## config.mk

```make
export PLATFORM = sky130hd
export DESIGN_NAME = sprite_row_fetcher
export DESIGN_NICKNAME = d
export VERILOG_FILES = /design/src/rtl/sprite_row_fetcher_pkg.sv /design/src/rtl/sprite_row_fetcher_rr_arbiter.sv /design/src/rtl/sprite_row_fetcher.sv
export SDC_FILE = /design/constraint.sdc
export NUM_CORES = 1
export LEC_CHECK = 0
export ABC_AREA = 1
export BUFFER_PORTS_ARGS = -buffer_cell sky130_fd_sc_hd__buf_4
export CORE_UTILIZATION = 30
export CTS_CLUSTER_SIZE = 25
export DETAILED_ROUTE_END_ITERATION = 8
export PLACE_DENSITY_LB_ADDON = 0.25
export RECOVER_POWER = 50
export SLEW_MARGIN = 10
export SYNTH_ARGS = -nofsm -noshare
export SYNTH_HDL_FRONTEND = slang
export SYNTH_SLANG_ARGS = --single-unit
```

## constraint.sdc

```tcl
create_clock -name Clk -period 2.65 [get_ports Clk]
set_input_delay 0.1325 -clock Clk [delete_from_list [all_inputs] [get_ports Clk]]
set_output_delay 0.1325 -clock Clk [all_outputs]
set_load 0.02 [all_outputs]
```

## src/rtl/sprite_row_fetcher_pkg.sv

```systemverilog
// Shared types for the tank sprite row fetcher: frame select encoding, default geometry, FSM states.
// No logic here; latency/backpressure are properties of the modules that import it.
package sprite_row_fetcher_pkg;

    localparam int SPR_DIM_DEF = 32;
    localparam int PIX_W_DEF   = 4;

    typedef enum logic [2:0] {
        UP1    = 3'd0,
        UP2    = 3'd1,
        DOWN1  = 3'd2,
        DOWN2  = 3'd3,
        LEFT1  = 3'd4,
        LEFT2  = 3'd5,
        RIGHT1 = 3'd6,
        RIGHT2 = 3'd7
    } tank_dir_e;

    typedef enum logic {
        IDLE  = 1'b0,
        BURST = 1'b1
    } fetch_state_e;

endpackage

```

## src/rtl/sprite_row_fetcher_rr_arbiter.sv

```systemverilog
// Combinational requester pick, zero latency, no backpressure; round-robin after last_winner,
// or lowest index first when SPRITE_ROW_FETCHER_FIXED_PRIO_EN is defined (last_winner port removed).
module rr_arbiter
    import sprite_row_fetcher_pkg::*;
#(
    parameter  int N_REQ = 4,
    localparam int IW    = $clog2(N_REQ)
) (
    input  logic [N_REQ-1:0] req,
`ifndef SPRITE_ROW_FETCHER_FIXED_PRIO_EN
    input  logic [IW-1:0]    last_winner,
`endif
    output logic [N_REQ-1:0] winner_oh,
    output logic [IW-1:0]    winner_idx
);

    logic          found;
    logic [IW-1:0] idx;

    always_comb begin
        winner_oh  = '0;
        winner_idx = '0;
        found      = 1'b0;
        idx        = '0;
`ifdef SPRITE_ROW_FETCHER_FIXED_PRIO_EN
        for (int i = 0; i < N_REQ; i++) begin
            idx = IW'(i);
`else
        // Search starts one past the previous winner and wraps.
        for (int i = 1; i <= N_REQ; i++) begin
            idx = IW'((int'(last_winner) + i) % N_REQ);
`endif
            if (!found && req[idx]) begin
                found          = 1'b1;
                winner_oh[idx] = 1'b1;
                winner_idx     = idx;
            end
        end
    end

endmodule

```

## src/rtl/sprite_row_fetcher.sv

```systemverilog
// Grants the shared sprite ROM to one requester and streams its 32-pixel row; rd_* lag rom_* by 1 cycle.
// No output backpressure; requests wait in IDLE. SPRITE_ROW_FETCHER_FIXED_PRIO_EN selects fixed priority.
module sprite_row_fetcher
    import sprite_row_fetcher_pkg::*;
#(
    parameter  int N_REQ   = 4,
    parameter  int SPR_DIM = SPR_DIM_DEF,
    parameter  int PIX_W   = PIX_W_DEF,
    localparam int IW      = $clog2(N_REQ),
    localparam int CW      = $clog2(SPR_DIM)
) (
    input  logic                Clk,
    input  logic                Reset,
    input  logic [N_REQ-1:0]    req,
    input  logic [N_REQ*CW-1:0] req_row,
    input  logic [N_REQ*3-1:0]  req_dir,
    output logic [N_REQ-1:0]    grant,
    output logic                busy,
    output logic [CW-1:0]       rom_row,
    output logic [CW-1:0]       rom_col,
    output logic [2:0]          rom_dir,
    input  logic [PIX_W-1:0]    rom_data,
    output logic                rd_valid,
    output logic [IW-1:0]       rd_id,
    output logic [CW-1:0]       rd_col,
    output logic [PIX_W-1:0]    rd_data,
    output logic                rd_last
);

    localparam logic [CW-1:0] COL_LAST = CW'(SPR_DIM - 1);

    fetch_state_e     state, state_next;
    logic [N_REQ-1:0] grant_next;
    logic [IW-1:0]    owner, owner_next;
    logic [CW-1:0]    row_next, col_next;
    tank_dir_e        dir_q, dir_next;
    logic [N_REQ-1:0] win_oh;
    logic [IW-1:0]    win_idx;
    logic [CW-1:0]    row_arr [N_REQ];
    logic [2:0]       dir_arr [N_REQ];

    for (genvar i = 0; i < N_REQ; i++) begin : g_unpack
        assign row_arr[i] = req_row[i*CW +: CW];
        assign dir_arr[i] = req_dir[i*3 +: 3];
    end

`ifdef SPRITE_ROW_FETCHER_FIXED_PRIO_EN
    rr_arbiter #(.N_REQ(N_REQ)) u_arb (
        .req        (req),
        .winner_oh  (win_oh),
        .winner_idx (win_idx)
    );
`else
    logic [IW-1:0] last_winner, last_winner_next;

    rr_arbiter #(.N_REQ(N_REQ)) u_arb (
        .req         (req),
        .last_winner (last_winner),
        .winner_oh   (win_oh),
        .winner_idx  (win_idx)
    );
`endif

    always_comb begin
        state_next = state;
        grant_next = '0;
        owner_next = owner;
        row_next   = rom_row;
        col_next   = rom_col;
        dir_next   = dir_q;
`ifndef SPRITE_ROW_FETCHER_FIXED_PRIO_EN
        last_winner_next = last_winner;
`endif
        case (state)
            IDLE: begin
                if (|req) begin
                    state_next = BURST;
                    grant_next = win_oh;
                    owner_next = win_idx;
                    row_next   = row_arr[win_idx];
                    dir_next   = tank_dir_e'(dir_arr[win_idx]);
                    col_next   = '0;
`ifndef SPRITE_ROW_FETCHER_FIXED_PRIO_EN
                    last_winner_next = win_idx;
`endif
                end
            end
            BURST: begin
                // Column parks on the last value so the ROM address holds through IDLE.
                if (rom_col == COL_LAST) begin
                    state_next = IDLE;
                end else begin
                    col_next = rom_col + CW'(1);
                end
            end
            default: state_next = IDLE;
        endcase
    end

    always_ff @(posedge Clk) begin
        if (Reset) begin
            state    <= IDLE;
            grant    <= '0;
            owner    <= '0;
            rom_row  <= '0;
            rom_col  <= '0;
            dir_q    <= UP1;
            rd_valid <= 1'b0;
            rd_id    <= '0;
            rd_col   <= '0;
            rd_data  <= '0;
            rd_last  <= 1'b0;
`ifndef SPRITE_ROW_FETCHER_FIXED_PRIO_EN
            last_winner <= IW'(N_REQ - 1);
`endif
        end else begin
            state    <= state_next;
            grant    <= grant_next;
            owner    <= owner_next;
            rom_row  <= row_next;
            rom_col  <= col_next;
            dir_q    <= dir_next;
            rd_valid <= (state == BURST);
            rd_last  <= (state == BURST) && (rom_col == COL_LAST);
            if (state == BURST) begin
                rd_id   <= owner;
                rd_col  <= rom_col;
                rd_data <= rom_data;
            end
`ifndef SPRITE_ROW_FETCHER_FIXED_PRIO_EN
            last_winner <= last_winner_next;
`endif
        end
    end

    assign busy    = (state == BURST);
    assign rom_dir = dir_q;

endmodule

```

==> flow_summary.json <==
{
  "outcome": "completed",
  "arrival_ps": 2500,
  "first_global_vias": 2028,
  "synth-compound-area-share_pct": 9.00,
  "crit_path_top_delay_cell": "sky130_fd_sc_hd__dfxtp_1",
  "worstReg2RegStart": "last_winner[1]$_SDFFE_PP1P_",
  "grt_first_pass_wirelength_mm": 9.24,
  "vdd_drop_max_mv": 0.342,
  "total_leakage_power_nw": 1.46,
  "clock_latency_late_sink_ps": 280,
  "post-synth-top-area-cell": "sky130_fd_sc_hd__dfxtp_1",
  "post_cts_buffers": 0,
  "number_of_synthesized_flops_with_an_enable_pin": 0,
  "hold_buffers": 0,
  "track_usage_pct": 15.4,
  "remaining_antenna_violation_count": 0,
  "initial_antenna_violation_count": 0,
  "yosysUniqueCellTypes": 27,
  "path_common_cell": "sky130_fd_sc_hd__nand3_1",
  "clk_pin_slew_worst_paths_ps": 70,
  "die_x_um": 86.8,
  "ffs_w_async_s_r_synth_pct": 0,
  "die-area_mm2": 0.00753,
  "post_route_cells_drive_above_1_share_pct": 17.0,
  "rsz0062_at_grt": "no",
  "cts.root.buffer_cell": "sky130_fd_sc_hd__clkbuf_8",
  "min_from": "rom_data[3]",
  "synth_warnings": 0,
  "largest_family_of_logic_cells_by_synthesized_area": "simple AND/OR/NAND/NOR gates",
  "timing.setup.critical_path_class": "reg -> reg",
  "grt_max_degree": 22,
  "avgViaCountPerCell": 4.47,
  "h-tree-depth": 2,
  "synth_top_area_share_pct": 32.5,
  "clock-sinks": 35,
  "top_post_synthesis_cells_by_area": "sky130_fd_sc_hd__dfxtp_1, sky130_fd_sc_hd__nand3_1, sky130_fd_sc_hd__nand2_1",
  "antenna_cells": 0,
  "critical_path.max_fanout": 9,
  "number_of_clock_buffers_inserted_by_tritoncts": 5,
  "net_count_after_synthesis": 380,
  "setup_total_negative_slack_ps": 0,
  "slew_viol_final": 0,
  "placement_cell_area_mm2": 0.00278,
  "worstPathCellList": "inv_1 -> ha_1 -> inv_1 -> nand3_1 -> nand2_1 -> nand3_2 -> nand3_1 -> nand2_2 -> clkinv_2 -> nand3_1 -> nand3_1 -> nand2_1 -> inv_1",
  "max_freq_mhz": 431,
  "cts_resized": 0,
  "power.total_mw": 2.49,
  "setup_violations": 0,
  "dominantRegCellSynth": "sky130_fd_sc_hd__dfxtp_1",
  "crit_path_end_kind": "flop",
  "fin_nets": 452,
  "cts_max_path_buffers": 2,
  "worst_setup_path_startpoint": "last_winner[1]$_SDFFE_PP1P_",
  "number_of_flip_flops_and_latches_in_the_synthesized_netlist": 35,
  "finalWorstPathRequiredPeriod_ps": 2320,
  "synth_area_per_cell_um2": 6.57,
  "synth.mux.area_fraction_pct": 0,
  "fillCellCount": 752,
  "timing_hold_violations_final": 0,
  "gpl.final_weighted_congestion": 0.894,
  "initial_utilization_pct": 31.4,
  "synth_adder_area_share_pct": 5.80,
  "drv_cap": 0,
  "syn_inst": 328,
  "max_incr_delay_on_cp_ps": 470,
  "numPortBuffers": 72,
  "worstHoldPathType": "in -> reg",
  "vias": 2219,
  "die_height_um": 86.8,
  "synthXorXnorAreaFrac_pct": 0.406,
  "post_drt_wl_per_cell_um": 11.0,
  "io_pins": 73,
  "grt.overflow.total": 0,
  "post-route-util_pct": 40.1,
  "drt_pre_antenna_iters": 4,
  "finalWirelength_mm": 5.44,
  "start_kind": "flop",
  "rows": 30,
  "design_area_mm2": 0.00276,
  "area_growth_pct": 27.8,
  "hpwlAfterDp_mm": 4.18,
  "synth_area_mm2": 0.00216,
  "p_per_area_mw_per_mm2": 904,
  "synth-simple-area-share_pct": 38.5,
  "final_min_period_over_clock_period_pct": 87.6,
  "worstMarginPinSlew_ps": 487,
  "yosysSeqAreaShare_pct": 32.5,
  "residual_drc_count": 0,
  "timing.slew.headroom_pct": 67.5,
  "worst-endpoint-required_ps": 2830,
  "cts_tree": "built",
  "first_iter_violations": 99,
  "core_area_mm2": 0.00687,
  "final.setup_skew_ps": 8.06
}
## critical path: cells and delay by family, from the launching register on
kind | cells | cell delay [ps]
flip-flops | 1 | 470
buffers and inverters | 4 | 410
adder cells (fa/ha/maj) | 1 | 330
AND/OR/NAND/NOR | 8 | 1010
## routing by layer
layer	part of all wire (%)	global-route usage [%]	wire length [um]	up-vias
li1	-	-	-	1177
met1	47	20.2	2560	962
met2	46	25.3	2480	71
met3	5.4	3.05	296	9
met4	1.8	5.00	97	0
met5	0	0	0	-
## Yosys cell counts (4+ instances only)
cell type / n
sky130_fd_sc_hd__nand3_1: 51
sky130_fd_sc_hd__a22oi_1: 4
sky130_fd_sc_hd__a21oi_1: 8
sky130_fd_sc_hd__o21ai_0: 19
sky130_fd_sc_hd__clkbuf_1: 6
sky130_fd_sc_hd__nand2_4: 5
sky130_fd_sc_hd__nor2_1: 47
sky130_fd_sc_hd__nand2_1: 60
sky130_fd_sc_hd__dfxtp_1: 35
sky130_fd_sc_hd__ha_1: 10
sky130_fd_sc_hd__nand2_2: 4
sky130_fd_sc_hd__inv_1: 59
## placed cells by master, fill, tap and decap left out, drive strengths merged
| cell | n |
|---|---|
| nor2 | 49 |
| ha | 10 |
| o211ai | 2 |
| nand2 | 69 |
| nand4 | 3 |
| xor2 | 1 |
| clkinv | 2 |
| clkbuf | 37 |
| o221ai | 1 |
| a21oi | 8 |
| nand3 | 53 |
| o21ai | 20 |
| inv | 60 |
| buf | 45 |
| nor4 | 1 |
| dfxtp | 35 |
| a22oi | 4 |
## final cells by class
type,count,area [um^2],area share (%)
Timing Repair Buffer,76,454,16.5
Tap cell,96,120,4.36
Clock inverter,1,5.00,0.182
Clock buffer,6,82.6,3.00
Sequential cell,35,701,25.4
Multi-Input combinational cell,221,1160,42.0
Inverter,61,235,8.54
## final timing paths
| kind | slack, ps | cells past startpoint | to |
|---|---|---|---|
| max | 330 | 13 | rom_dir[0]$_SDFFE_PP0P_ |
| min | 80 | 3 | rd_data[3]$_SDFFE_PP0P_ |
| max reg2reg | 330 | 13 | rom_dir[0]$_SDFFE_PP0P_ |
| min reg2reg | 470 | 2 | owner[0]$_SDFFE_PP0P_ |
## per-stage QoR
| step | setup WS (ps) | instances | hold slack (ps) |
|---|---|---|---|
| after floorplan | 516 | 328 | 267 |
| after global placement | 378 | 489 | 359 |
| after detailed placement | 339 | 489 | 366 |
| after CTS | 325 | 496 | 74.1 |
| after global routing | 91.7 | 496 | 95.4 |
| final | 330 | 496 | 78.2 |
## sequential cells by signal (all words and copies together) (netlist names), 2 cells and up
name         cells
rd_id            2
rd_data          4
rom_row          5
grant            4
rom_col          5
owner            2
rd_col           5
last_winner      2
rom_dir          3
## cell families after synthesis
group,count (synthesis)
XOR/XNOR,1
adder cells (fa/ha/maj),10
AO/OA/AOI/OAI,35
flip-flops,35
AND/OR/NAND/NOR,175
buffers and inverters,72
## power by group
group	total (mW)	internal [mW]	switching, mW
Combinational	1.41	0.461	0.945
Clock	0.384	0.204	0.180
Sequential	0.700	0.629	0.0708
Total	2.49	1.29	1.20
(Power assumes the default switching activity.)
